==> src/rtl/uart_tx_param.sv <==
// Parametrised UART transmitter: frame builder, baud divider, bit sequencer and
// output register. Configuration is latched when a word is accepted.
//
// state    | meaning
// ---------+-----------------------------------------------
// S_IDLE   | line high, tx_ready=1, waiting for tx_valid
// S_START  | start bit (0)
// S_DATA   | data bits, LSB first
// S_PARITY | parity bit (only when the latched mode has one)
// S_STOP   | one or two stop bits (1)
module uart_tx_param #(
  parameter int MAX_DATA  = 9,
  parameter int DIV_WIDTH = 16
) (
  input  logic                 clk,
  input  logic                 rst_n,
  input  logic [DIV_WIDTH-1:0] baud_div,
  input  logic [3:0]           data_bits,
  input  logic [2:0]           parity_mode,
  input  logic                 stop_bits,
  input  logic                 tx_valid,
  input  logic [MAX_DATA-1:0]  tx_data,
  output logic                 tx_ready,
  output logic                 serial_out,
  output logic                 busy,
  output logic                 frame_done
);

  typedef enum logic [2:0] {
    S_IDLE,
    S_START,
    S_DATA,
    S_PARITY,
    S_STOP
  } state_t;

  state_t               state_q, state_d;
  logic [DIV_WIDTH-1:0] cnt_q, cnt_d;
  logic [DIV_WIDTH-1:0] div_q, div_d;
  logic [MAX_DATA-1:0]  shreg_q, shreg_d;
  logic [3:0]           nbits_q, nbits_d;
  logic [3:0]           bit_cnt_q, bit_cnt_d;
  logic                 has_par_q, has_par_d;
  logic                 par_bit_q, par_bit_d;
  logic                 two_stop_q, two_stop_d;
  logic                 stop_left_q, stop_left_d;
  logic                 serial_q, serial_d;

  logic [3:0] nbits_clamp;
  logic       data_xor;
  logic       mode_has_par;
  logic       mode_par_bit;
  logic       bit_end;

  always_comb begin
    nbits_clamp = data_bits;
    if (data_bits < 4'd5) begin
      nbits_clamp = 4'd5;
    end else if (data_bits > 4'(MAX_DATA)) begin
      nbits_clamp = 4'(MAX_DATA);
    end
  end

  // Parity covers only the bits that will actually be shifted out.
  always_comb begin
    data_xor = 1'b0;
    for (int i = 0; i < MAX_DATA; i++) begin
      if (i < int'(nbits_clamp)) begin
        data_xor = data_xor ^ tx_data[i];
      end
    end
  end

  always_comb begin
    mode_has_par = 1'b0;
    mode_par_bit = 1'b0;
    case (parity_mode)
      3'b001: begin mode_has_par = 1'b1; mode_par_bit = data_xor;  end
      3'b010: begin mode_has_par = 1'b1; mode_par_bit = ~data_xor; end
      3'b011: begin mode_has_par = 1'b1; mode_par_bit = 1'b1;      end
      3'b100: begin mode_has_par = 1'b1; mode_par_bit = 1'b0;      end
      default: begin mode_has_par = 1'b0; mode_par_bit = 1'b0;     end
    endcase
  end

  assign bit_end = (cnt_q == '0);

  always_comb begin
    state_d     = state_q;
    cnt_d       = cnt_q;
    div_d       = div_q;
    shreg_d     = shreg_q;
    nbits_d     = nbits_q;
    bit_cnt_d   = bit_cnt_q;
    has_par_d   = has_par_q;
    par_bit_d   = par_bit_q;
    two_stop_d  = two_stop_q;
    stop_left_d = stop_left_q;
    serial_d    = serial_q;

    if (state_q != S_IDLE) begin
      cnt_d = bit_end ? div_q : cnt_q - DIV_WIDTH'(1);
    end

    case (state_q)
      S_IDLE: begin
        serial_d = 1'b1;
        if (tx_valid) begin
          state_d    = S_START;
          cnt_d      = baud_div;
          div_d      = baud_div;
          shreg_d    = tx_data;
          nbits_d    = nbits_clamp;
          has_par_d  = mode_has_par;
          par_bit_d  = mode_par_bit;
          two_stop_d = stop_bits;
          serial_d   = 1'b0;
        end
      end
      S_START: begin
        if (bit_end) begin
          state_d   = S_DATA;
          bit_cnt_d = nbits_q - 4'd1;
          serial_d  = shreg_q[0];
        end
      end
      S_DATA: begin
        if (bit_end) begin
          if (bit_cnt_q != 4'd0) begin
            bit_cnt_d = bit_cnt_q - 4'd1;
            shreg_d   = shreg_q >> 1;
            serial_d  = shreg_q[1];
          end else if (has_par_q) begin
            state_d  = S_PARITY;
            serial_d = par_bit_q;
          end else begin
            state_d     = S_STOP;
            stop_left_d = two_stop_q;
            serial_d    = 1'b1;
          end
        end
      end
      S_PARITY: begin
        if (bit_end) begin
          state_d     = S_STOP;
          stop_left_d = two_stop_q;
          serial_d    = 1'b1;
        end
      end
      S_STOP: begin
        if (bit_end) begin
          if (stop_left_q) begin
            stop_left_d = 1'b0;
          end else begin
            state_d = S_IDLE;
            cnt_d   = '0;
          end
        end
      end
      default: begin
        state_d  = S_IDLE;
        cnt_d    = '0;
        serial_d = 1'b1;
      end
    endcase
  end

  always_ff @(posedge clk) begin
    if (!rst_n) begin
      state_q     <= S_IDLE;
      cnt_q       <= '0;
      div_q       <= '0;
      shreg_q     <= '0;
      nbits_q     <= 4'd5;
      bit_cnt_q   <= '0;
      has_par_q   <= 1'b0;
      par_bit_q   <= 1'b0;
      two_stop_q  <= 1'b0;
      stop_left_q <= 1'b0;
      serial_q    <= 1'b1;
    end else begin
      state_q     <= state_d;
      cnt_q       <= cnt_d;
      div_q       <= div_d;
      shreg_q     <= shreg_d;
      nbits_q     <= nbits_d;
      bit_cnt_q   <= bit_cnt_d;
      has_par_q   <= has_par_d;
      par_bit_q   <= par_bit_d;
      two_stop_q  <= two_stop_d;
      stop_left_q <= stop_left_d;
      serial_q    <= serial_d;
    end
  end

  assign serial_out = serial_q;
  assign tx_ready   = (state_q == S_IDLE);
  assign busy       = (state_q != S_IDLE);
  assign frame_done = (state_q == S_STOP) && bit_end && !stop_left_q;

endmodule

==> config.mk <==
export PLATFORM = sky130hd
export DESIGN_NAME = uart_tx_param
export DESIGN_NICKNAME = d
export VERILOG_FILES = /design/src/rtl/uart_tx_param.sv
export SDC_FILE = /design/constraint.sdc
export NUM_CORES = 1
export LEC_CHECK = 0
export ABC_AREA = 1
export BUFFER_PORTS_ARGS = -buffer_cell sky130_fd_sc_hd__buf_2
export CORE_ASPECT_RATIO = 0.8
export CORE_MARGIN = 5
export CORE_UTILIZATION = 30
export CTS_CLUSTER_DIAMETER = 80
export CTS_CLUSTER_SIZE = 16
export DETAILED_ROUTE_END_ITERATION = 12
export PLACE_DENSITY = 0.52
export SETUP_SLACK_MARGIN = 0.1
export SYNTH_ARGS = -nofsm -noshare
export SYNTH_HDL_FRONTEND = slang
export SYNTH_SLANG_ARGS = --single-unit
export TNS_END_PERCENT = 30
==> constraint.sdc <==
create_clock -name clk -period 1.75 [get_ports clk]
set_input_delay 0 -clock clk [delete_from_list [all_inputs] [get_ports clk]]
set_output_delay 0 -clock clk [all_outputs]
set_load 0.005 [all_outputs]
==> results of run 1 <==
-- critical path: cells and delay by family, from the launching register on --
family,cells,cell delay [ns]
and+or+nand+nor,8,0.78
DFF,1,0.32
adders and majority gates,1,0.17
AOI/OAI and AO/OA,1,0.07
buffers and inverters,2,0.21
-- layer usage --
metal	up-vias	track usage (%)	wire, um
met1	1602	21.4	5010
met2	56	20.6	4010
met3	13	2.91	362
li1	1892	-	-
met5	-	0	0
met4	0	5.55	138
-- report_power, final --
part,internal (W),switching [W]
clock,0.00110,0.000641
combinational,0.00197,0.00287
sequential,0.00171,0.000328
total,0.00479,0.00384
-- cells in the mapped netlist (5+ instances only) --
library cell	number	area [um2]
sky130_fd_sc_hd__a31oi_1	7	43.8
sky130_fd_sc_hd__nand2_1	160	601
sky130_fd_sc_hd__inv_2	5	18.8
sky130_fd_sc_hd__nor2_4	6	67.6
sky130_fd_sc_hd__nor2_2	5	31.3
sky130_fd_sc_hd__nor2_1	63	236
sky130_fd_sc_hd__dfxtp_1	57	1140
sky130_fd_sc_hd__buf_2	8	40.0
sky130_fd_sc_hd__inv_1	47	176
sky130_fd_sc_hd__clkbuf_1	6	22.5
sky130_fd_sc_hd__nand3_1	24	120
sky130_fd_sc_hd__nand2_2	6	37.5
sky130_fd_sc_hd__o21ai_0	34	170
sky130_fd_sc_hd__nor3_1	5	25.0
sky130_fd_sc_hd__o21ai_1	8	40.0
sky130_fd_sc_hd__a21oi_1	46	230
sky130_fd_sc_hd__nand2_4	5	56.3
sky130_fd_sc_hd__xor2_1	6	52.6
-- per-stage QoR --
step | setup TNS (ns) | setup slack (ns)
floorplan | 0 | 0.185
global placement | 0 | 0.0455
detailed placement | -0.0397 | -0.0348
CTS | 0 | 0.0627
global route | -0.114 | -0.0394
finish | 0 | 0.101
-- area by class of cell --
class | instances | area share, %
clock buffers | 10 | 4.94
clock inverters | 6 | 1.49
inverters | 55 | 4.73
multi-input cells | 402 | 44.4
flip-flops and latches | 57 | 24.7
well taps | 144 | 3.89
repair buffers | 99 | 15.9
-- registers in the layout (all words and copies together) (netlist names) --
name         flops
serial_out       1
nbits_q          4
stop_left_q      1
cnt_q           16
div_q           16
state_q          3
has_par_q        1
par_bit_q        1
shreg_q          9
two_stop_q       1
bit_cnt_q        4
-- how the worst min path moves through the flow --
| stage | from | end | slack, ns |
|---|---|---|---|
| 6_report | rst_n | nbits_q[0] | 0.02 |
| 2_1_floorplan | rst_n | shreg_q[0] | 0.14 |
| 5_1_grt | rst_n | nbits_q[0] | 0.04 |
| 3_3_place_gp | stop_bits | two_stop_q | 0.26 |
| 4_1_cts | rst_n | nbits_q[0] | 0.005 |
| 3_5_place_dp | stop_bits | two_stop_q | 0.26 |
-- repair_timing --
action,in CTS,in global routing
buffers inserted,12,1
endpoints found under the hold margin,37,0
gates cloned,0,1
hold buffers,26,0
resized for setup,14,23
endpoints found under the setup margin,33,35
pin swaps,5,14
-- logic make-up after synthesis --
family | count (synthesis) | share of synthesized area [%]
xor+xnor | 8 | 2.06
buf+inv | 71 | 8.84
simple gates | 282 | 37.1
compound gates | 109 | 17.6
fa+ha+maj | 2 | 0.737
flops | 57 | 33.6
==> out/metrics.yaml, run 1 <==
timing:
  setup_viol_count_final: 0
  tightestPinTransition_ns: 0.339
  timing.final.crit_period_ns: 1.65
  final_min_period_over_clock_period_pct: 94.2
  finalHoldViolations: 0
  rsz0062_at_grt: "yes"
  timing.max_slew.rel_slack_pct: 77.3
  holdWs_ns: 0.0188
  timing_max_transition_violations_final: 0
  timing.clock.skew_ns: 0.00861
  timing.fmax_mhz: 606
yosys:
  yosysUniqueCellTypes: 36
  synth_fp_nets: 567
  asyncSetResetFlopFracSynth_pct: 0
  synth-main-ff-cell: "sky130_fd_sc_hd__dfxtp_1"
  syn_inst: 529
  syn-mean-instance-area_um2: 6.42
  syn_area_mm2: 0.00340
  synth_seq_area_share_pct: 33.6
  ys_seq_elements: 57
  synth_enable_flop_cells: 0
  synth_warnings: 0
final_layout:
  multiInputGateArea_mm2: 0.00205
  most-common-layout-cells: "sky130_fd_sc_hd__nand2_1, sky130_fd_sc_hd__nor2_1, sky130_fd_sc_hd__dfxtp_1"
  layout.cell_area.non_filler_mm2: 0.00463
  nets: 662
  n_antenna_cell: 0
  drive_gt1_share_pct: 24.0
  instances_no_fill: 773
  post-route-util_pct: 42.2
  layout_commonest_cell: "sky130_fd_sc_hd__nand2_1"
  total_of_fill_cells_in_the_finished_design: 1195
  areaGrowthSynthToFinish_pct: 36.3
  flip_flop_and_latch_area_mm2: 0.00114
setup_path:
  crit-reg2reg-launch: "cnt_q[0]"
  crit_end: "state_q[0]"
  critPathMaxStageDelay_ns: 0.32
  worst-r2r-setup-slack_ns: 0.10
  worst_setup_path_end_kind: "flop"
  timing.critical_path.fanout_max: 5
  worstPathCellList: "inv_2 -> ha_4 -> buf_4 -> nand2_4 -> nor2_4 -> nand2_4 -> nand2_2 -> o21ai_2 -> nor3_4 -> nand2_1 -> nand2_1 -> nor2_1"
  startpoint_type: "flop"
  critical_path.reg2reg.endpoint: "state_q[0]"
  setup.worst_path.start: "cnt_q[0]"
  worst_r2r_path_depth: 12
  cp_required_ns: 1.98
  critical_path_arrival_ns: 1.87
  critical-path-slowest-cell: "sky130_fd_sc_hd__dfxtp_2"
  timing.setup.critical_path_class: "reg2reg"
routing:
  drt_first_pass_iters: 5
  avgRoutedWirePerCell_um: 12.3
  drc: 0
  wirelength_um: 9520
  antenna_left: 0
  vias_per_cell: 4.61
  drtIter0Drc: 215
  route.vias.total: 3563
die:
  floorplan.die_area_mm2: 0.0136
  fp.coreArea_mm2: 0.0110
  row_count: 34
  initial_utilization_pct: 31.0
  chip_width_um: 129
  die_height_um: 105
  boundaryPins: 40
clock_network:
  cts.sinks: 57
  clk_path_buf_depth: 2
  clk_pin_slew_worst_paths_ns: 0.05
  clock_insertion_delay_worst_skew_ns: 0.33
  htreeDepth: 3
  tritoncts_clock_tree: "built"
  clockRootBuffer: "sky130_fd_sc_hd__clkbuf_16"
  cts_buffers: 9
status:
  outcome: "finished clean"
pwr:
  leakagePower_nw: 2.16
  design_power_total_w: 0.00863
  power.ir.vdd_worst_mv: 0.732
  p_per_area_mw_per_mm2: 1860
place:
  placed_cells: 717
  postPlaceCellArea_mm2: 0.00384
  globalplace.congestion: 0.882
  detailed_place_hpwl_um: 6990
  i_o_buffers: 39
global_route:
  first_global_vias: 3310
  grt_remaining_overflow: 0
  grt_pass1_wl_um: 16000
  grt_start_max_net_pins: 28
  initial_antenna_violation_count: 0
  gr-usage-all-layers_pct: 14.5
hold_path:
  hold-path-cell-count: 2
  min-delay-path-class: "in2reg"
flow_run:
  drv_cap: 0
Note: power is estimated with default switching activity, not from simulation.
==> run 2: changes to the inputs <==
==> constraint.sdc (replaced) <==
create_clock -name clk -period 1.75 [get_ports clk]
set_input_delay 0.35 -clock clk [delete_from_list [all_inputs] [get_ports clk]]
set_output_delay 0.35 -clock clk [all_outputs]
set_load 0.005 [all_outputs]
==> out/metrics.yaml, run 2 (synthesized netlist as in run 1, its figures left out) <==
setup_path:
  crit-reg2reg-launch: "cnt_q[0]"  # unchanged
  critPathMaxStageDelay_ns: 0.32  # about the same
  timing.critical_path.fanout_max: 2  # was 5
  critical-path-slowest-cell: "sky130_fd_sc_hd__dfxtp_2"  # unchanged
  cp.buffers_inverters: 3  # was 2
  kind_of_cell_with_the_highest_combined_delay_on_the_critical_path: "simple AND/OR/NAND/NOR gates"  # unchanged
  setup.worst_path.start: "cnt_q[0]"  # unchanged
  startpoint_type: "flop"  # unchanged
  timing.setup.critical_path_class: "reg2out"  # was reg2reg
  worstPathCellList: "inv_2 -> ha_4 -> nand3_4 -> nor2_4 -> nand3_4 -> clkinv_4 -> nand3_4 -> nor2_4 -> buf_6"  # was inv_2 -> ha_4 -> buf_4 -> nand2_4 -> nor2_4 -> nand2_4 -> nand2_2 -> o21ai_2 -> nor3_4 -> nand2_1 -> nand2_1 -> nor2_1
  worst_setup_path_end_kind: "output pin"  # was flop
  timing.critical_path.mode_cell: "sky130_fd_sc_hd__nand3_4"
  cp_required_ns: 1.40  # was 1.98 ns
  critical_path_arrival_ns: 1.53  # was 1.87 ns
timing:
  tightestPinTransition_ns: 0.351  # was 0.339 ns
  timing.final.crit_period_ns: 1.88  # was 1.65 ns
  timing.max_slew.rel_slack_pct: 76.5  # was 77.3%
  timing.fmax_mhz: 533  # was 606 MHz
  holdWs_ns: 0.267  # was 0.0188 ns
  rsz0062_at_grt: "yes"  # unchanged
  finalHoldViolations: 0  # unchanged
  timing.clock.skew_ns: 0.00555  # was 0.00861 ns
  final_min_period_over_clock_period_pct: 107  # was 94.2%
  timing_max_transition_violations_final: 0  # unchanged
  final_critical_path_setup_slack_ns: -0.126  # was 0.101 ns
  setup_viol_count_final: 12  # was 0
final_layout:
  drive_gt1_share_pct: 29.4  # was 24.0%
  most-common-layout-cells: "sky130_fd_sc_hd__nand2_1, sky130_fd_sc_hd__nor2_1, sky130_fd_sc_hd__dfxtp_1"  # unchanged
  instances_no_fill: 764  # was 773
  nets: 653  # was 662
  largestRegisters: "cnt_q x16, div_q x16, shreg_q x9"  # unchanged
  layout.cell_area.non_filler_mm2: 0.00475  # was 0.00463 mm2
  areaGrowthSynthToFinish_pct: 39.7  # was 36.3%
  layout_commonest_cell: "sky130_fd_sc_hd__nand2_1"  # unchanged
  n_antenna_cell: 0  # unchanged
  total_of_fill_cells_in_the_finished_design: 1116  # was 1195
hold_path:
  min-delay-path-class: "in2reg"  # unchanged
  hold_path_origin: "stop_bits"  # was rst_n
status:
  outcome: "finished, violations left"  # was finished clean
  failed_checks: "negative setup slack"
clock_network:
  clockRootBuffer: "sky130_fd_sc_hd__clkbuf_16"  # unchanged
  htreeDepth: 3  # unchanged
  cts_buffers: 9  # unchanged
  cts.sinks: 57  # unchanged
  clock_insertion_delay_worst_skew_ns: 0.33  # about the same
  tritoncts_clock_tree: "built"  # unchanged
  clk_path_buf_depth: 2  # unchanged
  clk_pin_slew_worst_paths_ns: 0.06  # was 0.05 ns
die:
  chip_width_um: 129  # unchanged
  fp.coreArea_mm2: 0.0110  # unchanged
  die_height_um: 105  # unchanged
  boundaryPins: 40  # unchanged
  floorplan.die_area_mm2: 0.0136  # unchanged
  row_count: 34  # unchanged
  initial_utilization_pct: 31.0  # unchanged
routing:
  drc: 0  # unchanged
  avgRoutedWirePerCell_um: 13.1  # was 12.3 um
  drt_first_pass_iters: 4  # was 5
  drtIter0Drc: 200  # was 215
  met1Wirelength_um: 5110  # was 5010 um
  detailroute.wirelength.met2_um: 4290  # was 4010 um
  routed.top_layer: "met4"  # unchanged
  antenna_left: 0  # unchanged
  met3_wl_um: 471  # was 362 um
  wirelength_um: 10000  # was 9520 um
  route.vias.total: 3545  # was 3563
  vias_per_cell: 4.64  # was 4.61
pwr:
  p_per_area_mw_per_mm2: 2030  # was 1860 mW/mm2
  leakagePower_nw: 2.21  # was 2.16 nW
  power.ir.vdd_worst_mv: 0.758  # was 0.732 mV
place:
  placed_cells: 722  # was 717
  detailed_place_hpwl_um: 7020  # was 6990 um
  postPlaceCellArea_mm2: 0.00391  # was 0.00384 mm2
  globalplace.congestion: 0.878  # was 0.882
  i_o_buffers: 39  # unchanged
global_route:
  initial_antenna_violation_count: 0  # unchanged
  grt_remaining_overflow: 0  # unchanged
  gr-usage-all-layers_pct: 15.1  # was 14.5%
  grt_start_max_net_pins: 28  # unchanged
  grt_pass1_wl_um: 16700  # was 16000 um
  first_global_vias: 3408  # was 3310
flow_run:
  drv_cap: 0  # unchanged
==> run 2: cell count changes in the layout (fill, tap and decap cells not counted), moves of 4 or more <==
| cell | change |
|---|---|
| sky130_fd_sc_hd__buf_6 | +11 |
| sky130_fd_sc_hd__nand2_2 | -5 |
| sky130_fd_sc_hd__dlygate4sd3_1 | -26 |
| sky130_fd_sc_hd__nand2_8 | +5 |
| sky130_fd_sc_hd__o21ai_2 | +4 |
| sky130_fd_sc_hd__buf_4 | +6 |
==> run 2: area by class of cell <==
type                            instances  area (um2)  area share, %
Multi-Input combinational cell        402        2180           46.0
Sequential cell                        57        1150           24.2
Timing Repair Buffer                   88         648           13.7
Clock buffer                           10         239           5.04
Inverter                               55         236           4.98
Tap cell                              144         180           3.80
Clock inverter                          6        91.3           1.92
Timing Repair inverter                  2        20.0          0.422
==> run 2: routing by layer <==
layer | GRT usage, % | up-vias
met1 | 21.8 | 1594
met2 | 21.7 | 70
met3 | 3.82 | 13
li1 | - | 1868
met4 | 5.10 | 0
met5 | 0 | -
==> run 2: worst paths after layout <==
check | cells past startpoint | slack, ns | endpoint
worst max register to register | 14 | -0.05 | cnt_q[5]
worst min-delay path | 3 | 0.27 | two_stop_q
worst max-delay path | 9 | -0.13 | frame_done
worst min register to register | 2 | 0.45 | nbits_q[3]
==> run 2: through the flow <==
step                      setup WS (ns)  utilization, %  total power (W)  setup TNS [ns]
after floorplan                   0.112               -          0.00513               0
after global placement         -0.00816            35.6          0.00635        -0.00816
after detailed placement       -0.00331            35.6          0.00638        -0.00372
after CTS                        -0.152            40.5          0.00885          -0.152
after global routing             -0.188            43.2           0.0104           -2.13
final                            -0.126            43.2          0.00961          -0.429
==> run 2: what timing repair did <==
item	4_1_cts	5_1_grt
setup buffers	13	11
endpoints found under the setup margin	21	37
hold buffers	0	0
resized for setup	27	62
cloned	0	3
pin swaps	10	27
hold endpoints to repair	0	0
==> run 2: where the power goes <==
group	total [W]	switching [W]	internal (W)
sequential	0.00207	0.000350	0.00172
combinational	0.00561	0.00324	0.00237
clock	0.00193	0.000649	0.00129
==> run 2: tightest hold or removal path, delay by kind of cell <==
family	cells	cell delay (ns)
compound gates	1	0.05
simple gates	1	0.05
buf+inv	1	0.09
